`src/rtl/fifo_rd_port.sv`:
```
// Read-side controller for the synchronous FIFO: drives the RAM read address and registers the FIFO head.
// Latency: an entry whose write lands at edge N is presented (out_valid=1) after edge N+1.
// Backpressure: out_data/rd_ptr hold while out_valid=1 and out_ready=0. Optional flush via FIFO_RD_FLUSH_EN.
module fifo_rd_port #(
  parameter int DW = 18,
  parameter int AW = 7
) (
  input  logic          clk,
  input  logic          rst_n,
  input  logic [AW:0]   wr_ptr,
  output logic [AW-1:0] rd_addr,
  input  logic [DW-1:0] rd_data,
  output logic [AW:0]   rd_ptr,
  output logic          out_valid,
  input  logic          out_ready,
  output logic [DW-1:0] out_data,
  output logic [AW:0]   level,
  output logic          empty,
  output logic          err
`ifdef FIFO_RD_FLUSH_EN
  ,
  input  logic          flush
`endif
);

  // Capacity of the RAM; any level above it means the write side overran us.
  localparam logic [AW:0] DEPTH = {1'b1, {AW{1'b0}}};

  typedef enum logic {
    IDLE = 1'b0,
    HOLD = 1'b1
  } state_t;

  state_t state;
  logic   ram_nonempty;
  logic   pop;
  logic   flush_i;

`ifdef FIFO_RD_FLUSH_EN
  assign flush_i = flush;
`else
  assign flush_i = 1'b0;
`endif

  // RAM occupancy and load decision; level only counts entries still in the RAM.
  assign ram_nonempty = (wr_ptr != rd_ptr);
  assign pop          = ram_nonempty & (~out_valid | out_ready) & ~flush_i;
  assign level        = wr_ptr - rd_ptr;
  assign empty        = (level == '0) && !out_valid;
  assign rd_addr      = rd_ptr[AW-1:0];

  // Output-stage FSM: load the head from the RAM whenever the stage is free or being drained.
  always_ff @(posedge clk) begin
    if (!rst_n) begin
      state     <= IDLE;
      out_valid <= 1'b0;
      out_data  <= '0;
      rd_ptr    <= '0;
    end else if (flush_i) begin
      // Drop everything visible at this edge; a write landing this same edge is lost.
      state     <= IDLE;
      out_valid <= 1'b0;
      rd_ptr    <= wr_ptr;
    end else begin
      case (state)
        IDLE: begin
          if (pop) begin
            out_data  <= rd_data;
            rd_ptr    <= rd_ptr + 1'b1;
            out_valid <= 1'b1;
            state     <= HOLD;
          end
        end
        HOLD: begin
          if (out_ready) begin
            if (pop) begin
              out_data <= rd_data;
              rd_ptr   <= rd_ptr + 1'b1;
            end else begin
              out_valid <= 1'b0;
              state     <= IDLE;
            end
          end
        end
        default: begin
          out_valid <= 1'b0;
          state     <= IDLE;
        end
      endcase
    end
  end

  // Sticky overrun flag; only a reset clears it.
  always_ff @(posedge clk) begin
    if (!rst_n) begin
      err <= 1'b0;
    end else if (level > DEPTH) begin
      err <= 1'b1;
    end
  end

endmodule
```
`config.mk`:
```
export PLATFORM = sky130hd
export DESIGN_NAME = fifo_rd_port
export DESIGN_NICKNAME = d
export VERILOG_FILES = /design/src/rtl/fifo_rd_port.sv
export SDC_FILE = /design/constraint.sdc
export NUM_CORES = 1
export LEC_CHECK = 0
export ABC_AREA = 1
export CORE_MARGIN = 2
export CORE_UTILIZATION = 45
export DETAILED_ROUTE_END_ITERATION = 10
export GPL_TIMING_DRIVEN = 0
export PLACE_DENSITY = 0.86
export SETUP_SLACK_MARGIN = 0.3
export SLEW_MARGIN = 20
export SYNTH_ARGS = -nofsm -noshare
export SYNTH_HDL_FRONTEND = slang
export SYNTH_SLANG_ARGS = --single-unit
```
`constraint.sdc`:
```
create_clock -name clk -period 5.6 [get_ports clk]
set_clock_uncertainty 0.05 [all_clocks]
set_input_delay 0.84 -clock clk [delete_from_list [all_inputs] [get_ports clk]]
set_output_delay 0.84 -clock clk [all_outputs]
set_load 0.05 [all_outputs]
```
==> impl_metrics.env, run 1 <==
export IMPL_status="finished clean"
export IMPL_hold_viol=0
export IMPL_drc_errors=0
export IMPL_grt_pass1_vias=1445
export IMPL_finalPower_uw=592.2
export IMPL_ys_top_cells_by_area="dfxtp_1 (36%), nand2_1 (20%), a21oi_1 (9.5%)"
export IMPL_clockBufferDepth=2
export IMPL_h_tree_depth=2
export IMPL_maxCapViolations=0
export IMPL_io_pins=73
export IMPL_top_layer="met4"
export IMPL_clk_latency_ns=0.32
export IMPL_syn_to_final_growth_pct=51.19
export IMPL_netlist_area_um2=1628
export IMPL_place_gp_congestion=0.8782
export IMPL_finalCriticalPeriod_ns=4.473
export IMPL_design_core_area_um2=3416
export IMPL_grt_use_total_pct=19.24
export IMPL_antennaDiodeCount=0
export IMPL_syn_nets=272
export IMPL_timing_final_ws_setup_ns=1.127
export IMPL_slew_headroom_pct=65.39
export IMPL_cts_sinks=29
export IMPL_worst_pin_slew_ns=0.5175
export IMPL_via_per_inst=4.694
export IMPL_ys_types=23
export IMPL_cts_clk_slew_worst_paths_ns=0.08
export IMPL_ys_seq_area_share_pct=35.66
export IMPL_path_buf_inv=5
export IMPL_antenna_found_initial=0
export IMPL_worstPathMaxFanout=3
export IMPL_wl_met3_um=299
export IMPL_setup_viol=0
export IMPL_grt_pass1_wl_um=6285
export IMPL_crit_slowest_cell="clkdlybuf4s50_1"
export IMPL_finalNetCount=351
export IMPL_wl_um=3844
export IMPL_r2r_cells=11
export IMPL_synth_top_area_share_pct=35.66
export IMPL_drv_slew=0
export IMPL_startpoint_type="input pin"
export IMPL_gr_total_overflow=0
export IMPL_period_share_pct=79.87
export IMPL_initial_core_util_pct=47.66
export IMPL_num_vias=1685
export IMPL_io_buffers=72
export IMPL_max_stage_delay_ns=0.83
export IMPL_die_y_um=64.15
export IMPL_die_area_um2=4115
export IMPL_cpMostUsedCell="inv_1"
export IMPL_ir_drop_mv=0.1947
export IMPL_numCtsBuffers=5
export IMPL_fillCellCount=290
export IMPL_wl_per_cell_um=10.71
export IMPL_drt_initial_drc_count=68
export IMPL_path_cells="clkdlybuf4s50_1, inv_1, ha_1, inv_1, fa_1, inv_1, nand2_1, nor2_1, nand3_1, nor2_1, nand3_1, nor3_1, clkdlybuf4s50_1"
export IMPL_post_route_util_pct=72.05
export IMPL_dp_final_hpwl_um=3104
export IMPL_crit_required_ns=4.71
export IMPL_p_leak_nw=1.091
export IMPL_cts_root_buf="clkbuf_4"
export IMPL_wl_met2_um=1798
export IMPL_cts_setup_buffers=0
export IMPL_cp_arrival_ns=3.58
export IMPL_rsz0062_at_grt="false"
export IMPL_grt_max_degree=11
export IMPL_ys_ff_latch=29
export IMPL_setup_tns_ns=0
export IMPL_yosys_area_top_type="dfxtp_1"
export IMPL_pre_cts_ws_ns=1.103
export IMPL_drive_gt1_share_pct=7.348
export IMPL_cts_tree="yes"
export IMPL_rows=21
export IMPL_path_class="input pin to output pin"
export IMPL_fp_dieW_um=64.15
export IMPL_drtPass1Iterations=4
export IMPL_wl_met1_um=1700
export IMPL_hold_class="register to register"
export IMPL_ant_nets=0
export IMPL_cts_resized=0
export IMPL_path_depth=13
export IMPL_power_density_nw_per_um2=240.6
export IMPL_dp_cells=352
export IMPL_min_path_cells=2
export IMPL_end_kind="output pin"
export IMPL_holdBufCountCts=0
export IMPL_crit_family="buffers and inverters"
export IMPL_fmax_ghz=0.2236
export IMPL_syn_inst=234
export IMPL_stdcell_count=359
export IMPL_yosysWarnings=0
export IMPL_syn_area_per_cell_um2=6.956
[kinds of logic after synthesis]
| logic type | count (synthesis) | share of synthesized area, % |
|---|---|---|
| compound gates | 36 | 11.22 |
| xor+xnor | 6 | 3.228 |
| fa+ha+maj | 9 | 7.379 |
| buf+inv | 43 | 13.53 |
| flops | 29 | 35.67 |
| simple gates | 111 | 28.98 |
[through the flow]
| step | hold slack [ns] | cell area [um2] |
|---|---|---|
| after detailed placement | 0.3973 | 2406 |
| after floorplan | 0.4738 | 1628 |
| after global routing | 0.4292 | 2461 |
| final | 0.4021 | 2461 |
| after CTS | 0.4091 | 2461 |
| after global placement | 0.3853 | 2406 |
[final timing paths]
path / start / endpoint / slack (ns)
max: wr_ptr[0] / empty / 1.13
min: err / err / 0.40
max reg2reg: rd_ptr[0] / err / 3.58
min reg2reg: err / err / 0.40
[final cells by class]
type,instances,area (um2),area share [%]
plain buffers,13,105.1,4.270
repair buffers,72,720.7,29.28
inverters,30,115.1,4.677
multi-input cells,162,827.0,33.60
well taps,46,57.56,2.339
clock buffers,7,55.05,2.237
flip-flops and latches,29,580.6,23.59
[power by group]
| group | total, mW | leakage, nW | switching, mW | internal (mW) |
|---|---|---|---|---|
| Combinational | 0.238 | 0.821 | 0.149 | 0.0882 |
| Clock | 0.125 | 0.0314 | 0.0661 | 0.0592 |
| Sequential | 0.229 | 0.239 | 0.00937 | 0.220 |
| Total | 0.592 | 1.09 | 0.225 | 0.367 |
[worst reg2reg max path: cells and delay by family, from the launching register on]
| kind | cells | cell delay [ns] |
|---|---|---|
| fa+ha+maj | 2 | 0.64 |
| compound gates | 1 | 0.05 |
| buf+inv | 2 | 0.13 |
| flops | 1 | 0.46 |
| simple gates | 6 | 0.56 |
[registers in the layout, indices dropped and copies added, names as in the netlist]
register / cells
rd_ptr: 8
err: 1
out_valid: 1
out_data: 18
state: 1
[Yosys cell counts]
library cell,instances
nand2_2,2
nand3_1,10
clkinv_1,1
buf_6,4
fa_1,1
o21a_1,1
nand4_1,1
clkbuf_1,2
xnor2_1,2
nand4_2,1
nand3_4,1
nor3_1,4
nor2_1,6
ha_1,8
nor2_4,1
nand2_1,85
inv_4,1
inv_1,28
a21oi_1,31
xor2_1,4
dfxtp_1,29
o21ai_0,4
buf_4,7
[cells in the final DEF (no fill, tap or decap), types with 5 or more instances in the layout]
| cell type | count |
|---|---|
| nand2_1 | 85 |
| clkdlybuf4s50_1 | 72 |
| a21oi_1 | 31 |
| dfxtp_1 | 29 |
| inv_1 | 28 |
| nand3_1 | 10 |
| ha_1 | 8 |
| buf_4 | 7 |
| nor2_1 | 6 |
| clkbuf_4 | 5 |
[layer usage]
metal  GRT usage (%)  vias up
met1           23.98      733
met3           7.746        6
met2           30.99       58
li1                -      888
met5               0        -
met4           4.787        0
Power figures use the tool's default switching activity.
==> run 2: changes to the inputs <==
Settings changed: CORE_UTILIZATION 45 to 42, PLACE_DENSITY 0.86 to 0.81.
Clock period 5.6 ns to 4.4 ns, I/O delays scaled along.
==> run 2 against run 1 <==
Net effect: final area rose by 2.5%; register-to-register slack got worse by 1.2 ns; flip-flop and latch count did not move; largest power group unchanged; total power rose by 48%; largest cell class unchanged; non-clock buffer count did not move; sequential share of layout area fell by 0.58 points; final cell count rose by 0.84%.
==> impl_metrics.env, run 2 (same netlist as run 1, synthesis figures left out) <==
export IMPL_status="finished clean"
export IMPL_startpoint_type="input pin"
export IMPL_cp_arrival_ns=3.10
export IMPL_reg_top3="out_data (18), rd_ptr (8)"
export IMPL_cts_root_buf="clkbuf_8"
export IMPL_numCtsBuffers=5
export IMPL_r2r_end="err"
export IMPL_io_pins=73
export IMPL_top_register="out_data"
export IMPL_use_met1_pct=22.88
export IMPL_internal_power_uw=577.0
export IMPL_worstHoldStart="err"
export IMPL_die_y_um=66.26
export IMPL_worst_pin_slew_ns=0.5338
export IMPL_period_share_pct=86.60
export IMPL_combinationalPowerShare_pct=34.4
export IMPL_wl_um=3889
export IMPL_path_class="input pin to output pin"
export IMPL_layout_commonest_cell="nand2_1"
export IMPL_largest_register_ffs=18
export IMPL_grt_use_total_pct=18.95
export IMPL_finalNetCount=351
export IMPL_crit_required_ns=3.69
export IMPL_place_gp_congestion=0.8857
export IMPL_wl_per_cell_um=10.74
export IMPL_cts_setup_buffers=0
export IMPL_dpl_cell_area_um2=2409
export IMPL_clockBufferDepth=2
export IMPL_initial_core_util_pct=44.13
export IMPL_power_density_nw_per_um2=347.4
export IMPL_worstPathMaxFanout=3
export IMPL_grt_pass1_wl_um=6389
export IMPL_antennaDiodeCount=0
export IMPL_num_vias=1690
export IMPL_holdBufCountCts=0
export IMPL_cts_sinks=29
export IMPL_gr_total_overflow=0
export IMPL_grt_max_degree=11
export IMPL_slew_headroom_pct=64.30
export IMPL_p_leak_nw=1.123
export IMPL_drtPass1Iterations=4
export IMPL_drt_initial_drc_count=90
export IMPL_ir_drop_mv=0.2130
export IMPL_drc_errors=0
export IMPL_post_route_util_pct=68.42
export IMPL_rows=22
export IMPL_ant_nets=0
export IMPL_die_area_um2=4390
export IMPL_dp_final_hpwl_um=3014
export IMPL_grt_util_met3_pct=6.644
export IMPL_drv_slew=0
export IMPL_hold_viol=0
export IMPL_min_path_cells=2
export IMPL_cts_clk_slew_worst_paths_ns=0.06
export IMPL_fp_dieW_um=66.26
export IMPL_seq_power_share_pct=33.4
export IMPL_h_tree_depth=2
export IMPL_r2r_cells=11
export IMPL_cts_resized=1
export IMPL_cts_tree="yes"
export IMPL_swShare_pct=34.20
export IMPL_mostFrequentLayoutCells="nand2_1 (85), clkdlybuf4s50_1 (71), a21oi_1 (31)"
export IMPL_io_buffers=72
export IMPL_syn_to_final_growth_pct=55.03
export IMPL_hold_class="register to register"
export IMPL_p_switching_uw=299.9
export IMPL_fmax_ghz=0.2624
export IMPL_maxCapViolations=0
export IMPL_design_area_um2=2524
export IMPL_setup_tns_ns=0
export IMPL_finalPower_uw=876.8
export IMPL_grt_pass1_vias=1466
export IMPL_reg2reg_slack_ns=2.37
export IMPL_drive_gt1_share_pct=7.643
export IMPL_reg2reg_from="rd_ptr[0]"
export IMPL_holdPathEnd="err"
export IMPL_setup_viol=0
export IMPL_clk_latency_ns=0.28
export IMPL_use_met2_pct=31.25
export IMPL_rsz0062_at_grt="false"
export IMPL_finalCriticalPeriod_ns=3.810
export IMPL_design_core_area_um2=3689
export IMPL_antenna_found_initial=0
export IMPL_end_kind="output pin"
export IMPL_grt_busiest_layer="met2"
export IMPL_pwr_share_clk_pct=32.2
export IMPL_via_per_inst=4.669
[run 2: worst max path at each step]
stage	slack (ns)	endpoint	startpoint	depth (start not counted)
floorplan	0.43	empty	rd_ptr[0]	10
global placement	0.32	empty	wr_ptr[0]	13
detailed placement	0.29	empty	wr_ptr[0]	13
CTS	0.58	empty	wr_ptr[0]	13
global route	0.42	empty	wr_ptr[0]	13
finish	0.59	empty	wr_ptr[0]	13
[run 2: critical path, cell delays in order]
cell and delay, ns:
clkdlybuf4s50_1 0.45, inv_1 0.04, ha_1 0.18, inv_1 0.11, fa_1 0.44, inv_1 0.07
nand2_1 0.04, nor2_1 0.13, nand3_1 0.09, nor2_1 0.08, nand3_1 0.10, nor3_1 0.15
dlygate4sd2_1 0.56
[run 2: layout make-up]
| type | count | area, um2 |
|---|---|---|
| flip-flops and latches | 29 | 580.6 |
| inverters | 30 | 115.1 |
| well taps | 48 | 60.06 |
| plain buffers | 13 | 105.1 |
| clock buffers | 7 | 86.33 |
| fillers | 342 | 1165 |
| clock inverters | 1 | 30.03 |
| multi-input cells | 162 | 827.0 |
| repair buffers | 72 | 719.4 |
[run 2: metrics by stage]
step / setup WS [ns] / instances / hold WS [ns]
after global routing: 0.4240 / 362 / 0.4260
after global placement: 0.3185 / 354 / 0.3868
after CTS: 0.5769 / 362 / 0.3984
final: 0.5897 / 362 / 0.3974
after detailed placement: 0.2892 / 354 / 0.3895
after floorplan: 0.4350 / 234 / 0.4738
[run 2: power by group through the flow]
stage	combinational (mW)	clock (mW)	sequential, mW
floorplan	0.142	0	0.355
detailed placement	0.302	0	0.298
global route	0.324	0.299	0.295
CTS	0.303	0.290	0.293
finish	0.302	0.283	0.293
global placement	0.300	0	0.298
[run 2: metal layers]
| metal | share of wire, % | up-vias |
|---|---|---|
| met4 | 0.93 | 0 |
| met3 | 7.7 | 5 |
| met2 | 47 | 51 |
| met5 | 0 | - |
| met1 | 45 | 746 |
| li1 | - | 888 |
